<file path="config.mk">
export PLATFORM = sky130hd
export DESIGN_NAME = gold_nic
export DESIGN_NICKNAME = d
export VERILOG_FILES = /design/src/rtl/gold_nic.sv
export SDC_FILE = /design/constraint.sdc
export NUM_CORES = 1
export LEC_CHECK = 0
export BUFFER_PORTS_ARGS = -buffer_cell sky130_fd_sc_hd__buf_2
export CORE_ASPECT_RATIO = 0.6
export CORE_MARGIN = 1
export CORE_UTILIZATION = 28
export DETAILED_ROUTE_END_ITERATION = 16
export PLACE_DENSITY = 0.62
export SYNTH_ARGS = -nofsm -noshare
export SYNTH_HDL_FRONTEND = slang
export SYNTH_SLANG_ARGS = --single-unit
</file>
<file path="constraint.sdc">
create_clock -name clk -period 6.8 [get_ports clk]
set_clock_uncertainty 0.1 [all_clocks]
set_input_delay 0.34 -clock clk [delete_from_list [all_inputs] [get_ports clk]]
set_output_delay 0.34 -clock clk [all_outputs]
set_load 0.02 [all_outputs]
</file>
<file path="src/rtl/gold_nic.sv">
// Processor-side network interface for the gold ring router: one-entry
// inject/eject buffers, polarity-matched injection, and a small register map.
module gold_nic #(
    parameter int unsigned VC_BIT = 63,
    parameter int unsigned CNT_W  = 16
) (
    input  logic        clk,
    input  logic        reset,
    input  logic [2:0]  addr,
    input  logic [63:0] d_in,
    output logic [63:0] d_out,
    input  logic        nicEn,
    input  logic        nicWrEn,
    input  logic        net_polarity,
    output logic        net_so,
    input  logic        net_ro,
    output logic [63:0] net_do,
    input  logic        net_si,
    output logic        net_ri,
    input  logic [63:0] net_di
);

    localparam int unsigned DATA_W = 64;
    localparam logic [2:0] A_IN_BUF  = 3'd0;
    localparam logic [2:0] A_IN_STAT = 3'd1;
    localparam logic [2:0] A_OUT_BUF = 3'd2;
    localparam logic [2:0] A_OUT_ST  = 3'd3;
    localparam logic [2:0] A_TX_CNT  = 3'd4;
    localparam logic [2:0] A_RX_CNT  = 3'd5;
    localparam logic [CNT_W-1:0] CNT_MAX = {CNT_W{1'b1}};

    logic [DATA_W-1:0] r_out_buf;
    logic              r_out_full;
    logic [DATA_W-1:0] r_in_buf;
    logic              r_in_full;
    logic              r_overflow;
    logic [CNT_W-1:0]  r_tx_cnt;
    logic [CNT_W-1:0]  r_rx_cnt;
    logic [DATA_W-1:0] r_d_out;

    logic              w_wr;
    logic              w_rd;
    logic              w_tx;
    logic              w_rx;
    logic              w_drop;
    logic [DATA_W-1:0] w_rd_data;

    assign w_wr   = nicEn & nicWrEn;
    assign w_rd   = nicEn & ~nicWrEn;
    assign net_so = r_out_full & (r_out_buf[VC_BIT] == net_polarity);
    assign net_ri = ~r_in_full;
    assign net_do = r_out_buf;
    assign d_out  = r_d_out;
    assign w_tx   = net_so & net_ro;
    assign w_rx   = net_si & ~r_in_full;
    assign w_drop = net_si & r_in_full;

    // Inject buffer: a write is only accepted into an empty slot
    always_ff @(posedge clk or posedge reset) begin
        if (reset) begin
            r_out_buf  <= '0;
            r_out_full <= 1'b0;
        end else if (w_tx) begin
            r_out_full <= 1'b0;
        end else if (w_wr && (addr == A_OUT_BUF) && !r_out_full) begin
            r_out_buf  <= d_in;
            r_out_full <= 1'b1;
        end
    end

    // Eject buffer: an arrival into an empty slot outranks a same-edge drain
    always_ff @(posedge clk or posedge reset) begin
        if (reset) begin
            r_in_buf  <= '0;
            r_in_full <= 1'b0;
        end else if (w_rx) begin
            r_in_buf  <= net_di;
            r_in_full <= 1'b1;
        end else if (w_rd && (addr == A_IN_BUF)) begin
            r_in_full <= 1'b0;
        end
    end

    // Sticky overflow; a new drop wins over the clear-on-read
    always_ff @(posedge clk or posedge reset) begin
        if (reset) begin
            r_overflow <= 1'b0;
        end else if (w_drop) begin
            r_overflow <= 1'b1;
        end else if (w_rd && (addr == A_IN_STAT)) begin
            r_overflow <= 1'b0;
        end
    end

    // Saturating traffic counters
    always_ff @(posedge clk or posedge reset) begin
        if (reset) begin
            r_tx_cnt <= '0;
            r_rx_cnt <= '0;
        end else begin
            if (w_tx && (r_tx_cnt != CNT_MAX)) begin
                r_tx_cnt <= r_tx_cnt + CNT_W'(1);
            end
            if (w_rx && (r_rx_cnt != CNT_MAX)) begin
                r_rx_cnt <= r_rx_cnt + CNT_W'(1);
            end
        end
    end

    always_comb begin
        w_rd_data = '0;
        case (addr)
            A_IN_BUF:  w_rd_data = r_in_buf;
            A_IN_STAT: w_rd_data = DATA_W'({r_overflow, r_in_full});
            A_OUT_ST:  w_rd_data = DATA_W'(r_out_full);
            A_TX_CNT:  w_rd_data = DATA_W'(r_tx_cnt);
            A_RX_CNT:  w_rd_data = DATA_W'(r_rx_cnt);
            default:   w_rd_data = '0;
        endcase
    end

    // Read data is captured on the read edge and held until the next read
    always_ff @(posedge clk or posedge reset) begin
        if (reset) begin
            r_d_out <= '0;
        end else if (w_rd) begin
            r_d_out <= w_rd_data;
        end
    end

endmodule

</file>
==> results of run 1 <==
## flip-flops by register name (all words and copies together) (netlist names)
| name | cells |
|---|---|
| r_rx_cnt | 16 |
| r_tx_cnt | 16 |
| net_do | 64 |
| d_out | 64 |
| r_out_full | 1 |
| r_overflow | 1 |
| r_in_buf | 64 |
| r_in_full | 1 |
## worst max-delay path, cell delays in order
cell and delay, ns:
sky130_fd_sc_hd__dlygate4sd3_1 0.56, sky130_fd_sc_hd__buf_2 0.13, sky130_fd_sc_hd__nor2b_4 0.14, sky130_fd_sc_hd__buf_4 0.74, sky130_fd_sc_hd__nand4_1 0.36, sky130_fd_sc_hd__nor4b_1 0.41, sky130_fd_sc_hd__xor2_1 0.19
## logic make-up (layout without fill, tap and decap cells)
kind of cell / after synthesis / after routing / synth area share [%]
flip-flops: 227 / 227 / 62.42
multiplexers: 150 / 150 / 18.88
AND/OR/NAND/NOR: 105 / 105 / 6.792
AO/OA/AOI/OAI: 88 / 88 / 7.466
buffers and inverters: 39 / 447 / 1.952
XOR/XNOR: 23 / 23 / 2.214
adder cells (fa/ha/maj): 2 / 2 / 0.2749
## layer usage
metal  vias to the layer above  routed length [um]
met5                         -                   0
met4                         0                 613
met3                        40                1892
met2                       247               10900
met1                      3275               11650
li1                       3097                   -
## through the flow
stage | hold WS [ns] | cell area [um^2] | cells | util (%)
floorplan | 0.3612 | 9100 | 634 | -
finish | 0.1010 | 12910 | 1458 | 40.87
global route | 0.09146 | 12910 | 1458 | 40.87
detailed placement | 0.3687 | 10870 | 1288 | 34.39
global placement | 0.3660 | 10870 | 1288 | 34.39
CTS | 0.06310 | 12910 | 1458 | 40.87
## Yosys cell counts (2+ instances only)
cell,n
sky130_fd_sc_hd__nor4_1,6
sky130_fd_sc_hd__xnor2_1,5
sky130_fd_sc_hd__inv_1,4
sky130_fd_sc_hd__nor4_4,2
sky130_fd_sc_hd__a21oi_1,3
sky130_fd_sc_hd__nand4_2,2
sky130_fd_sc_hd__mux2_4,2
sky130_fd_sc_hd__nor2b_1,4
sky130_fd_sc_hd__and4_1,3
sky130_fd_sc_hd__a22oi_1,13
sky130_fd_sc_hd__nor2_1,7
sky130_fd_sc_hd__o21ai_0,16
sky130_fd_sc_hd__nor3b_1,2
sky130_fd_sc_hd__nand2b_1,3
sky130_fd_sc_hd__nand2_1,30
sky130_fd_sc_hd__dfrtp_1,227
sky130_fd_sc_hd__nand4_1,13
sky130_fd_sc_hd__nor3_1,7
sky130_fd_sc_hd__clkbuf_1,12
sky130_fd_sc_hd__mux2_2,145
sky130_fd_sc_hd__xor2_1,18
sky130_fd_sc_hd__mux4_2,2
sky130_fd_sc_hd__nor4b_1,2
sky130_fd_sc_hd__a22o_1,51
sky130_fd_sc_hd__nor2_2,2
sky130_fd_sc_hd__ha_1,2
sky130_fd_sc_hd__buf_2,22
sky130_fd_sc_hd__nand3_1,13
## layout make-up
cell class,instances,area [um^2]
multi-input cells,368,3261
fillers,2919,18680
clock inverters,8,95.09
inverters,4,22.52
flip-flops and latches,227,5680
well taps,416,520.5
clock buffers,32,649.4
repair buffers,403,2683
## power breakdown
part           switching (mW)  internal, mW  total [mW]
clock network           0.530         0.741        1.27
registers               0.260          1.76        2.02
logic                   0.600         0.587        1.19
total                    1.39          3.09        4.48
## path summary, 6_finish.rpt
check                                      start                       end  slack, ns  cells after the start
min in group asynchronous                  reset    net_do[24]$_DFFE_PP0P_       0.43                      3
min reg2reg                d_out[12]$_DFFE_PP0N_     d_out[12]$_DFFE_PP0N_       0.38                      2
min                                      nicWrEn    r_out_full$_DFFE_PP0P_       0.10                      3
max reg2reg                r_in_full$_DFFE_PP0P_  r_rx_cnt[12]$_DFFE_PP0P_       4.29                      5
max                                       net_si  r_rx_cnt[12]$_DFFE_PP0P_       4.21                      7
max in group asynchronous                  reset     d_out[57]$_DFFE_PP0N_       4.76                      4
==> run summary, run 1 <==
Pin placement for this block handled 268 I/O pins. In the routed design, unresolved DRC markers number 0. The via count normalized by instance count came out at 4.567. The number of max-slew violations in the final report is 0, and the layout cell share with drive strength beyond 1 is 45.30%. For the total congestion overflow, the log shows 0. The logs give 31,590 um^2 for the total core area and 6.278 nW for the standby leakage power. The initial core utilization was 28.80%; the mean cell area of the mapped netlist was 14.35 um^2.

Global routing used 4.572% of the available met3 tracks. The pin slew with the least headroom to its limit is 0.9635 ns. The tools report the number of nets in the final layout as 1,167. The HPWL after detailed placement is 16.12 mm. Cell taking the most area after synthesis: sky130_fd_sc_hd__dfrtp_1. The kind of launch point of the worst setup path is an input port. Buffer cell driving the clock tree root: sky130_fd_sc_hd__clkbuf_16. Clock-pin slew was measured on the worst setup and hold paths at 0.07 ns. Summing every instance area after synthesis gives 9100 um^2. Synthesis produced a netlist with a net count of 774. Entering global routing, the biggest net connects 114 pins. In the global route stage, met2 resource usage came out at 22.53%. The synthesis-to-finish area growth came out at 41.88%.

Power comes to 4.476 mW. Among all flip-flop cells after synthesis, the most frequent one is sky130_fd_sc_hd__dfrtp_1. In the layout the commonest cells are 267 x sky130_fd_sc_hd__buf_2, 227 x sky130_fd_sc_hd__dfrtp_1, 145 x sky130_fd_sc_hd__mux2_2. Across the run, the number of max-cap violations was 0.

The weighted congestion at the end of routability-driven global placement came out at 0.8258. The logs give 130 for the number of buffers inserted for hold repair after clock tree synthesis and 6,913 for the number of global-route vias before repair. The power density of the placed cells is 346.7 nW/um^2. After detailed routing, the average wire length per cell comes to 17.18 um.

The synthesized netlist contains 44 unique library cells. The area share of the leading cell type in the synthesized netlist was 62.42%. The die covers 33,250 um^2. The run gives 15.10% as the global router's overall resource usage.

Initial antenna violation count: 0. Buffers inserted during clock tree synthesis total 23. After routing, the total negative slack on setup checks comes to 0 ns.

The number of antenna diodes in the final layout is 0. Subtracting the final worst setup slack from the clock period gives 2.591 ns. Sequential cells were found to cover 62.42% of the synthesized design area. Yosys attributes the largest share of cell area to sky130_fd_sc_hd__dfrtp_1 62%, sky130_fd_sc_hd__mux2_2 18%, sky130_fd_sc_hd__a22o_1 4.9%. The fraction of met1 tracks used by global routing is 21.25%. STA classifies the critical path endpoint as a register. The total count of hold-check failures in the final report was 0.

The worst endpoint required time is 7.14 ns. The worst endpoint data arrival time is 2.93 ns, and the total via count after detailed routing is 6,659. For this design, the sink count on the clock tree is 227. The final critical-path share of the clock period was 38.10%; the first-pass GRT wire length was 39.76 mm. In this run the remaining antenna-violating nets after routing total 0. The floorplan step set the die width to 234.7 um. In this run the vertical extent of the chip is 141.6 um.

For the number of iterations in the first detailed-routing pass, the log shows 4. The logs give 4.136 ns for the worst-case setup slack after placement and 0 for the count of synthesis-stage warnings from yosys. The most used routing layer in global routing is met2.

TritonCTS built the clock tree. The run gives 0 as the buffer count from post-CTS setup fixing. The critical setup path kind was input port to register. The tools report the maximum level of the CTS H-tree as 1.

The tools report the number of violations reported at the end of detailed-routing iteration 0 as 405. The routed design has 25.05 mm of wire. The tools report the later-pin clock latency in the skew report as 0.52 ns. The post-cts gate resize count was 0. The count of flip-flops with a built-in enable after synthesis is 0. Number of failing setup endpoints in the final timing report: 0. Once routing completed, OpenROAD measured the worst setup slack at 4.209 ns. In this run the worst path has a maximum fanout of 69. The path class of the tightest hold or removal check is input port to register.

The synthesized flop and latch total works out to 227. The logs give 50 for the site row count and 634 for the number of cells produced by synthesis. The worst-case IR drop observed on VDD is 202.3 uV. Input and output buffers added on the ports amount to 267.

For the worst slew margin relative to its limit, the log shows 35.77%. The top achievable clock speed is 0.3860 GHz. Setup repair after global routing left no endpoint under its margin.

The flow ran to the end, and the final reports show no timing, DRC or antenna violations. The fraction of synthesis flops using an asynchronous set or reset pin was 100.0%. The tools report the number of buffers on the longest clock path as 3. Leaving out fill and tap cells, the most frequent cell in the layout is sky130_fd_sc_hd__buf_2.
Note: power is estimated with default switching activity, not from simulation.
==> run 2, diff against run 1 <==
- clock period: 6.8 -> 2.1 ns (I/O delays scaled with it)
==> run 2 against run 1 <==
Compared with the run above:
- sequential share of layout area down 1.4 points
- sequential power rose to 3.2 times the previous value
- setup slack worse by 4.0 ns
- critical path depth up 1
- global-route usage up 0.43 points
- register-to-register slack got worse by 4.0 ns
- power rose to 3.4 times the previous value
- clock-buffer cell count is 2 higher
- final cell count increased by 2.2%
- cell area increased by 3.3%
- core utilization is 1.4 points higher
- largest cell class unchanged
==> run summary, run 2 (synthesized netlist as in run 1, its figures left out) <==
The width of the die came out at 234.7 um (unchanged). The highest net fanout along the worst path was 66 (-4.3%); the initial core utilization was 28.80% (unchanged). For the maximum vdd ir drop, the log shows 839.4 uV (+310%). The standby leakage power is 6.502 nW (+3.6%).

The min-delay analysis places its worst path in the category input port to register. The total via count after detailed routing is 6,872 (+3.2%), and the quantity of I/O buffers inserted on ports is 267 (unchanged). The worst path setup slack after routing was 0.2014 ns (-4.008 ns). The tools report the endpoint type of the worst setup path as a register.

TritonCTS built the clock tree. The clock sink count was 227 (unchanged). For the max-capacitance violation count, the log shows 0 (unchanged). The path with the worst hold slack has its endpoint at d_out[11]$_DFFE_PP0N_. The post-cts gate resize count was 0 (unchanged). For the number of global-route vias before repair, the log shows 7,148 (+3.4%). The destination of the worst register-to-register timing path is r_tx_cnt[14]$_DFFE_PP0P_. Peak per-stage delay on the critical path: 0.55 ns (-0.19 ns). The first-pass GRT wire length was 40.76 mm (+2.5%); the number of max-slew violations in the final report was 0 (unchanged). The run gives 42.23% (+1.4 points) as the utilization after layout. The power density of the placed cells works out to 1126 nW/um^2 (+220%). The number of cell instances on the worst register-to-register path came out at 6 (+1). The worst register-to-register path begins at r_tx_cnt[0]$_DFFE_PP0P_. The final-layout setup total negative slack was 0 ns (unchanged); the area of the die was 33,250 um^2 (unchanged). The register clock-pin slew on the reported worst setup and hold paths was 0.06 ns (about the same); the global router's overall resource usage was 15.53% (+0.43 points).

Number of I/O pins: 268 (unchanged). The logs give 2.20 ns (-0.73 ns) for the worst endpoint data arrival time and 50 (unchanged) for the site row count. For the initial antenna violation count, the log shows 2 (+2).

The number of violations reported at the end of detailed-routing iteration 0 was 261 (-36%); the maximum level of the CTS H-tree was 1 (unchanged). The tools report the buffer cell driving the clock tree root as sky130_fd_sc_hd__clkbuf_16. The run finished with clean final reports. The chip height came out at 141.6 um (unchanged). The run gives 3266 um^2 (+0.15%) as the area taken by multi-input logic gates. STA classifies the critical path startpoint as an input port. The layout cell share with drive strength beyond 1 works out to 46.13% (+0.83 points).

In the layout the commonest cells are 267 x sky130_fd_sc_hd__buf_2, 227 x sky130_fd_sc_hd__dfrtp_1, 145 x sky130_fd_sc_hd__mux2_2. The buffer count from post-CTS setup fixing is 0 (unchanged). The post-route antenna net violation count was 0 (unchanged). The tools report the top achievable clock speed as 0.5267 GHz.

The hold path depth came out at 4 (+1). Via count normalized by instance count: 4.612 (+0.98%). The run gives 0.1249 ns (+0.02389 ns) as the worst hold slack. The sequential power share was 43.0% (-2.1 points); the cell-internal power was 10.48 mW (+240%). For the finished layout, the period the worst path requires is 1.899 ns. Setup repair after global routing left no endpoint under its margin.

The area growth from synthesis to layout is 46.60%. The critical path in this run is classified as input port to register. The run gives 3 (unchanged) as the number of buffers on the longest clock path. The number of buffers inserted for hold repair after clock tree synthesis is 138 (+6.2%), and the largest net degree at the start of global routing is 69 (-39%).

For the DRC violation count after routing, the log shows 0 (unchanged). The fraction of power spent switching nets is 30.24% (-0.82 points), and the pin slew with the least headroom to its limit is 0.4878 ns (-0.4757 ns). The total count of hold-check failures in the final report is 0 (unchanged). The number of inserted filler cells in the final layout was 2,868 (-1.7%); the routed wire length was 25.75 mm (+2.8%). The number of failing setup endpoints in the final timing report was 0 (unchanged).

Register-to-register setup slack: 0.29 ns (-4.00 ns). Most frequent standard cell in the layout excluding fill and tap cells: sky130_fd_sc_hd__buf_2. The later-pin clock latency in the skew report is 0.53 ns (about the same), and the worst endpoint required time is 2.40 ns (-4.74 ns). The weighted congestion at the end of routability-driven global placement is 0.8383 (+1.5%). The mean routed wirelength per cell came out at 17.28 um (+0.58%). Count of placed standard cells in the final layout, fillers left out: 1,490 (+2.2%). The slowest stage of the critical path is the sky130_fd_sc_hd__dlygate4sd3_1 cell. The number of cells in the design after placement is 1,311 (+1.8%), and the number of nets in the final layout is 1,199 (+2.7%).

The area of all sequential standard cells was 5680 um^2 (unchanged). The total congestion overflow was 0 (unchanged). Traced cell by cell, the critical path runs through dlygate4sd3_1 > buf_2 > nand2b_2 > buf_12 > nor2_1 > nand2_1 > a22o_1 > dlygate4sd3_1. The tools report the critical hold path startpoint as addr[2]. The logic gate share of total power was 26.9% (+0.4 points). Detailed placer's ending HPWL: 17.02 mm (+5.6%). In this design, the critical path's most frequently occurring cell is sky130_fd_sc_hd__dlygate4sd3_1.

The worst-case setup slack after placement was 0.2920 ns (-3.844 ns). The worst slew margin relative to its limit is 67.21% (+31 points). The number of iterations in the first detailed-routing pass was 5 (+1); the final critical-path share of the clock period was 90.41%. The switching power is 4.543 mW (+230%), and the total core area is 31,590 um^2 (unchanged). The power share of the clock group is 30.1% (+1.7 points), and the number of buffers inserted during clock tree synthesis is 24 (+4.3%).
run 2: worst max-delay path: cells and delay by family:
kind | cells | cell delay (ns)
buf+inv | 4 | 1.44
compound gates | 1 | 0.18
simple gates | 3 | 0.48
run 2: per-stage QoR:
step / instance area [um^2] / power (mW)
3_5_place_dp: 11130 / 10.37
4_1_cts: 13340 / 15.16
6_report: 13340 / 15.02
5_1_grt: 13340 / 15.83
3_3_place_gp: 11130 / 10.23
2_1_floorplan: 9104 / 8.909
run 2: final cells by class:
| type | count | share of cell area, % |
|---|---|---|
| inverter | 4 | 0.1407 |
| sequential | 227 | 42.58 |
| antenna | 1 | 0.01876 |
| tap | 416 | 3.902 |
| multi-input combinational | 368 | 24.48 |
| timing repair buffer | 434 | 22.66 |
| clock buffer | 34 | 5.243 |
| clock inverter | 6 | 0.9754 |
run 2: worst max-delay path by stage:
stage | slack [ns] | start | cells past startpoint | end
after floorplan | -1.07 | reset | 1 | d_out[0]$_DFFE_PP0N_
after global placement | 0.29 | r_tx_cnt[0]$_DFFE_PP0P_ | 6 | r_tx_cnt[14]$_DFFE_PP0P_
after detailed placement | 0.29 | r_tx_cnt[1]$_DFFE_PP0P_ | 6 | r_tx_cnt[14]$_DFFE_PP0P_
after CTS | 0.22 | nicWrEn | 8 | r_overflow$_DFFE_PP0P_
after global routing | 0.1 | nicWrEn | 8 | r_overflow$_DFFE_PP0P_
final | 0.20 | nicWrEn | 8 | r_overflow$_DFFE_PP0P_
run 2: per-layer routing:
metal / GRT usage [%] / wire, um / up-vias
li1: - / - / 3169
met2: 24.58 / 11790 / 238
met5: 0 / 13 / -
met1: 20.93 / 11670 / 3430
met3: 4.961 / 1865 / 33
met4: 3.116 / 416 / 2
run 2: power by group through the flow:
stage	Sequential, mW	Clock [mW]	Combinational [mW]
2_1_floorplan	7.10	0	1.81
3_3_place_gp	6.44	0	3.80
6_report	6.46	4.52	4.04
4_1_cts	6.44	4.64	4.08
3_5_place_dp	6.50	0	3.87
5_1_grt	6.64	4.82	4.37
==> run 3, diff against run 2 <==
- CELL_PAD_IN_SITES_DETAIL_PLACEMENT: unset -> 1
- CELL_PAD_IN_SITES_GLOBAL_PLACEMENT: unset -> 1
- PLACE_DENSITY: 0.62 -> 0.72
- TNS_END_PERCENT: unset -> 1
==> run 3 against run 2 <==
Compared with the run above:
- non-clock buffer count down 7
- largest cell class unchanged
- sequential cell count unchanged
- routed wire length up 14%
- clock power down 5.8%
- critical endpoint unchanged
- combinational power up 1%
- via count up 2.3%
- global-route usage up 2.5 points
- critical path type unchanged
- fmax down 3.2%
==> run summary, run 3 (synthesized netlist as in run 1, its figures left out) <==
The routed wire length is 29.26 mm (+14%), and the highest net fanout along the worst path is 38 (-42%). The tools report the area of the die as 33,250 um^2 (unchanged). The area of all placed cells without fillers was 13,200 um^2 (-1.1%); the total count of hold-check failures in the final report was 0 (unchanged).

The number of failing setup endpoints in the final timing report is 0 (unchanged). The pin slew with the least headroom to its limit came out at 0.5811 ns (+0.09327 ns). The final critical-path share of the clock period is 93.41% (+3.0 points). The quantity of I/O buffers inserted on ports was 267 (unchanged). The power density of the placed cells was 1131 nW/um^2 (+0.40%). The worst hold slack was 0.08912 ns (-0.03582 ns); the via count normalized by instance count was 4.726 (+2.5%). The worst setup path is launched from an input port. The initial core utilization is 28.80% (unchanged). The largest net degree at the start of global routing is 65 (-5.8%).

For the clock sink count, the log shows 227 (unchanged). The most frequent standard cell in the layout excluding fill and tap cells is sky130_fd_sc_hd__buf_2. The overall power after layout came out at 14.92 mW (-0.66%).

The tools report the buffer count from post-CTS setup fixing as 0 (unchanged). The width of the die is 234.7 um (unchanged), and the total placed instance area is 11,070 um^2 (-0.54%). The max-capacitance violation count came out at 0 (unchanged). The later-pin clock latency in the skew report came out at 0.53 ns (about the same).

Switching power: 4.803 mW (+5.7%). The run finished with clean final reports. The run gives 0.8063 (-3.8%) as the weighted congestion at the end of routability-driven global placement.

The fraction of power spent switching nets is 32.18% (+1.9 points). The tools report the number of violations reported at the end of detailed-routing iteration 0 as 234 (-10%). Number of nets in the final layout: 1,192 (-0.58%). The number of iterations in the first detailed-routing pass came out at 4 (-1). The run gives 28.5% (-1.6 points) as the power share of the clock group. The maximum level of the CTS H-tree was 1 (unchanged); the total core area was 31,590 um^2 (unchanged). The logic gate share of total power was 27.4% (+0.5 points); the initial antenna violation count was 2 (unchanged).

The run gives 3,307 (+15%) as the number of inserted filler cells in the final layout. The standby leakage power was 6.409 nW (-1.4%); the synthesis-to-finish area growth was 45.06%. For the worst endpoint required time, the log shows 2.41 ns (about the same). Leaving out fill and tap cells, the most frequent cells in the layout are 267 x sky130_fd_sc_hd__buf_2, 227 x sky130_fd_sc_hd__dfrtp_1, 145 x sky130_fd_sc_hd__mux2_2. For the first-pass GRT wire length, the log shows 47.11 mm (+16%). The maximum vdd ir drop was 635.0 uV (-24%). The run gives 61.18% (-6.0 points) as the worst slew margin relative to its limit. The chip height works out to 141.6 um (unchanged). The final period demand of the worst path was 1.962 ns (+0.06295 ns). The final-layout setup total negative slack is 0 ns (unchanged). The run gives 0 (unchanged) as the DRC violation count after routing. The mean routed wirelength per cell is 19.68 um (+14%), and the sequential power share is 44.1% (+1.1 points). TritonCTS built the clock tree.

The logs give 10.12 mW (-3.4%) for the cell-internal power and 24 (unchanged) for the number of buffers inserted during clock tree synthesis. The buffer cell driving the clock tree root was sky130_fd_sc_hd__clkbuf_16. The total congestion overflow came out at 0 (unchanged).

The detailed placer's ending HPWL came out at 18.48 mm (+8.6%). Setup repair after global routing left no endpoint under its margin. The run gives 7,925 (+11%) as the number of global-route vias before repair. The run gives 50 (unchanged) as the site row count.

The worst endpoint data arrival time is 2.27 ns (+0.07 ns), and the post-route antenna net violation count is 0 (unchanged). Total via count after detailed routing: 7,027 (+2.3%). The worst setup path is of the input port to register kind. The tools report the number of I/O pins as 268 (unchanged). The min-delay analysis places its worst path in the category input port to asynchronous set/reset pin. The top achievable clock speed is 0.5098 GHz (-3.2%), and the layout cell share with drive strength beyond 1 is 46.02% (-0.11 points). Register clock-pin slew on the reported worst setup and hold paths: 0.07 ns (about the same).

The global router's overall resource usage is 18.01% (+2.5 points). The worst setup path is captured at a register. The number of max-slew violations in the final report is 0 (unchanged). The number of buffers on the longest clock path is 3 (unchanged).
## run 3: final timing paths
check / startpoint / end / slack, ns / cells after the start
max: nicWrEn / r_overflow$_DFFE_PP0P_ / 0.14 / 8
min: reset / d_out[25]$_DFFE_PP0N_ / 0.09 / 3
max reg2reg: r_tx_cnt[0]$_DFFE_PP0P_ / r_tx_cnt[14]$_DFFE_PP0P_ / 0.20 / 6
min reg2reg: d_out[9]$_DFFE_PP0N_ / d_out[9]$_DFFE_PP0N_ / 0.38 / 2
max in group asynchronous: reset / d_out[8]$_DFFE_PP0N_ / 1.01 / 4
min in group clk: nicEn / d_out[9]$_DFFE_PP0N_ / 0.11 / 5
## run 3: layout make-up
type / instances / area (um^2) / area share (%)
clock buffer: 36 / 706.9 / 5.355
tap: 416 / 520.5 / 3.943
clock inverter: 7 / 70.07 / 0.5308
antenna: 2 / 5.005 / 0.03791
timing repair buffer: 427 / 2938 / 22.26
sequential: 227 / 5680 / 43.03
multi-input combinational: 368 / 3261 / 24.70
inverter: 4 / 18.77 / 0.1422
## run 3: power groups by stage
stage,logic [mW],registers [mW],clock network (mW)
floorplan,1.81,7.10,0
global placement,3.73,6.47,0
detailed placement,3.84,6.58,0
CTS,4.06,6.52,4.38
global route,4.41,6.75,4.55
finish,4.09,6.58,4.26
## run 3: layer usage
metal / up-vias / track usage [%] / wire length (um)
met1: 3577 / 23.07 / 12690
met3: 43 / 4.883 / 1928
met5: - / 0 / 0
met4: 0 / 4.190 / 533
met2: 247 / 30.44 / 14110
li1: 3160 / - / -
## run 3: timing repair
action | CTS | global route
hold buffers | 135 | 0
resized for setup | 0 | 0
endpoints found under the setup margin | 0 | 0
endpoints found under the hold margin | 257 | 0
## run 3: critical path: stages
cell and delay [ns]:
sky130_fd_sc_hd__dlygate4sd3_1 0.54, sky130_fd_sc_hd__buf_2 0.13, sky130_fd_sc_hd__nand2b_2 0.18, sky130_fd_sc_hd__buf_4 0.27
sky130_fd_sc_hd__nor2_1 0.24, sky130_fd_sc_hd__nand2_1 0.08, sky130_fd_sc_hd__a22o_1 0.17, sky130_fd_sc_hd__dlygate4sd3_1 0.55
## run 3: through the flow
stage               worst slack (ns)  utilization (%)  std cells
global placement              0.2788            35.03       1307
floorplan                     -1.071                -        634
detailed placement            0.2296            35.03       1307
global route                 0.04622            41.77       1486
CTS                           0.1208            41.77       1485
finish                        0.1384            41.78       1487
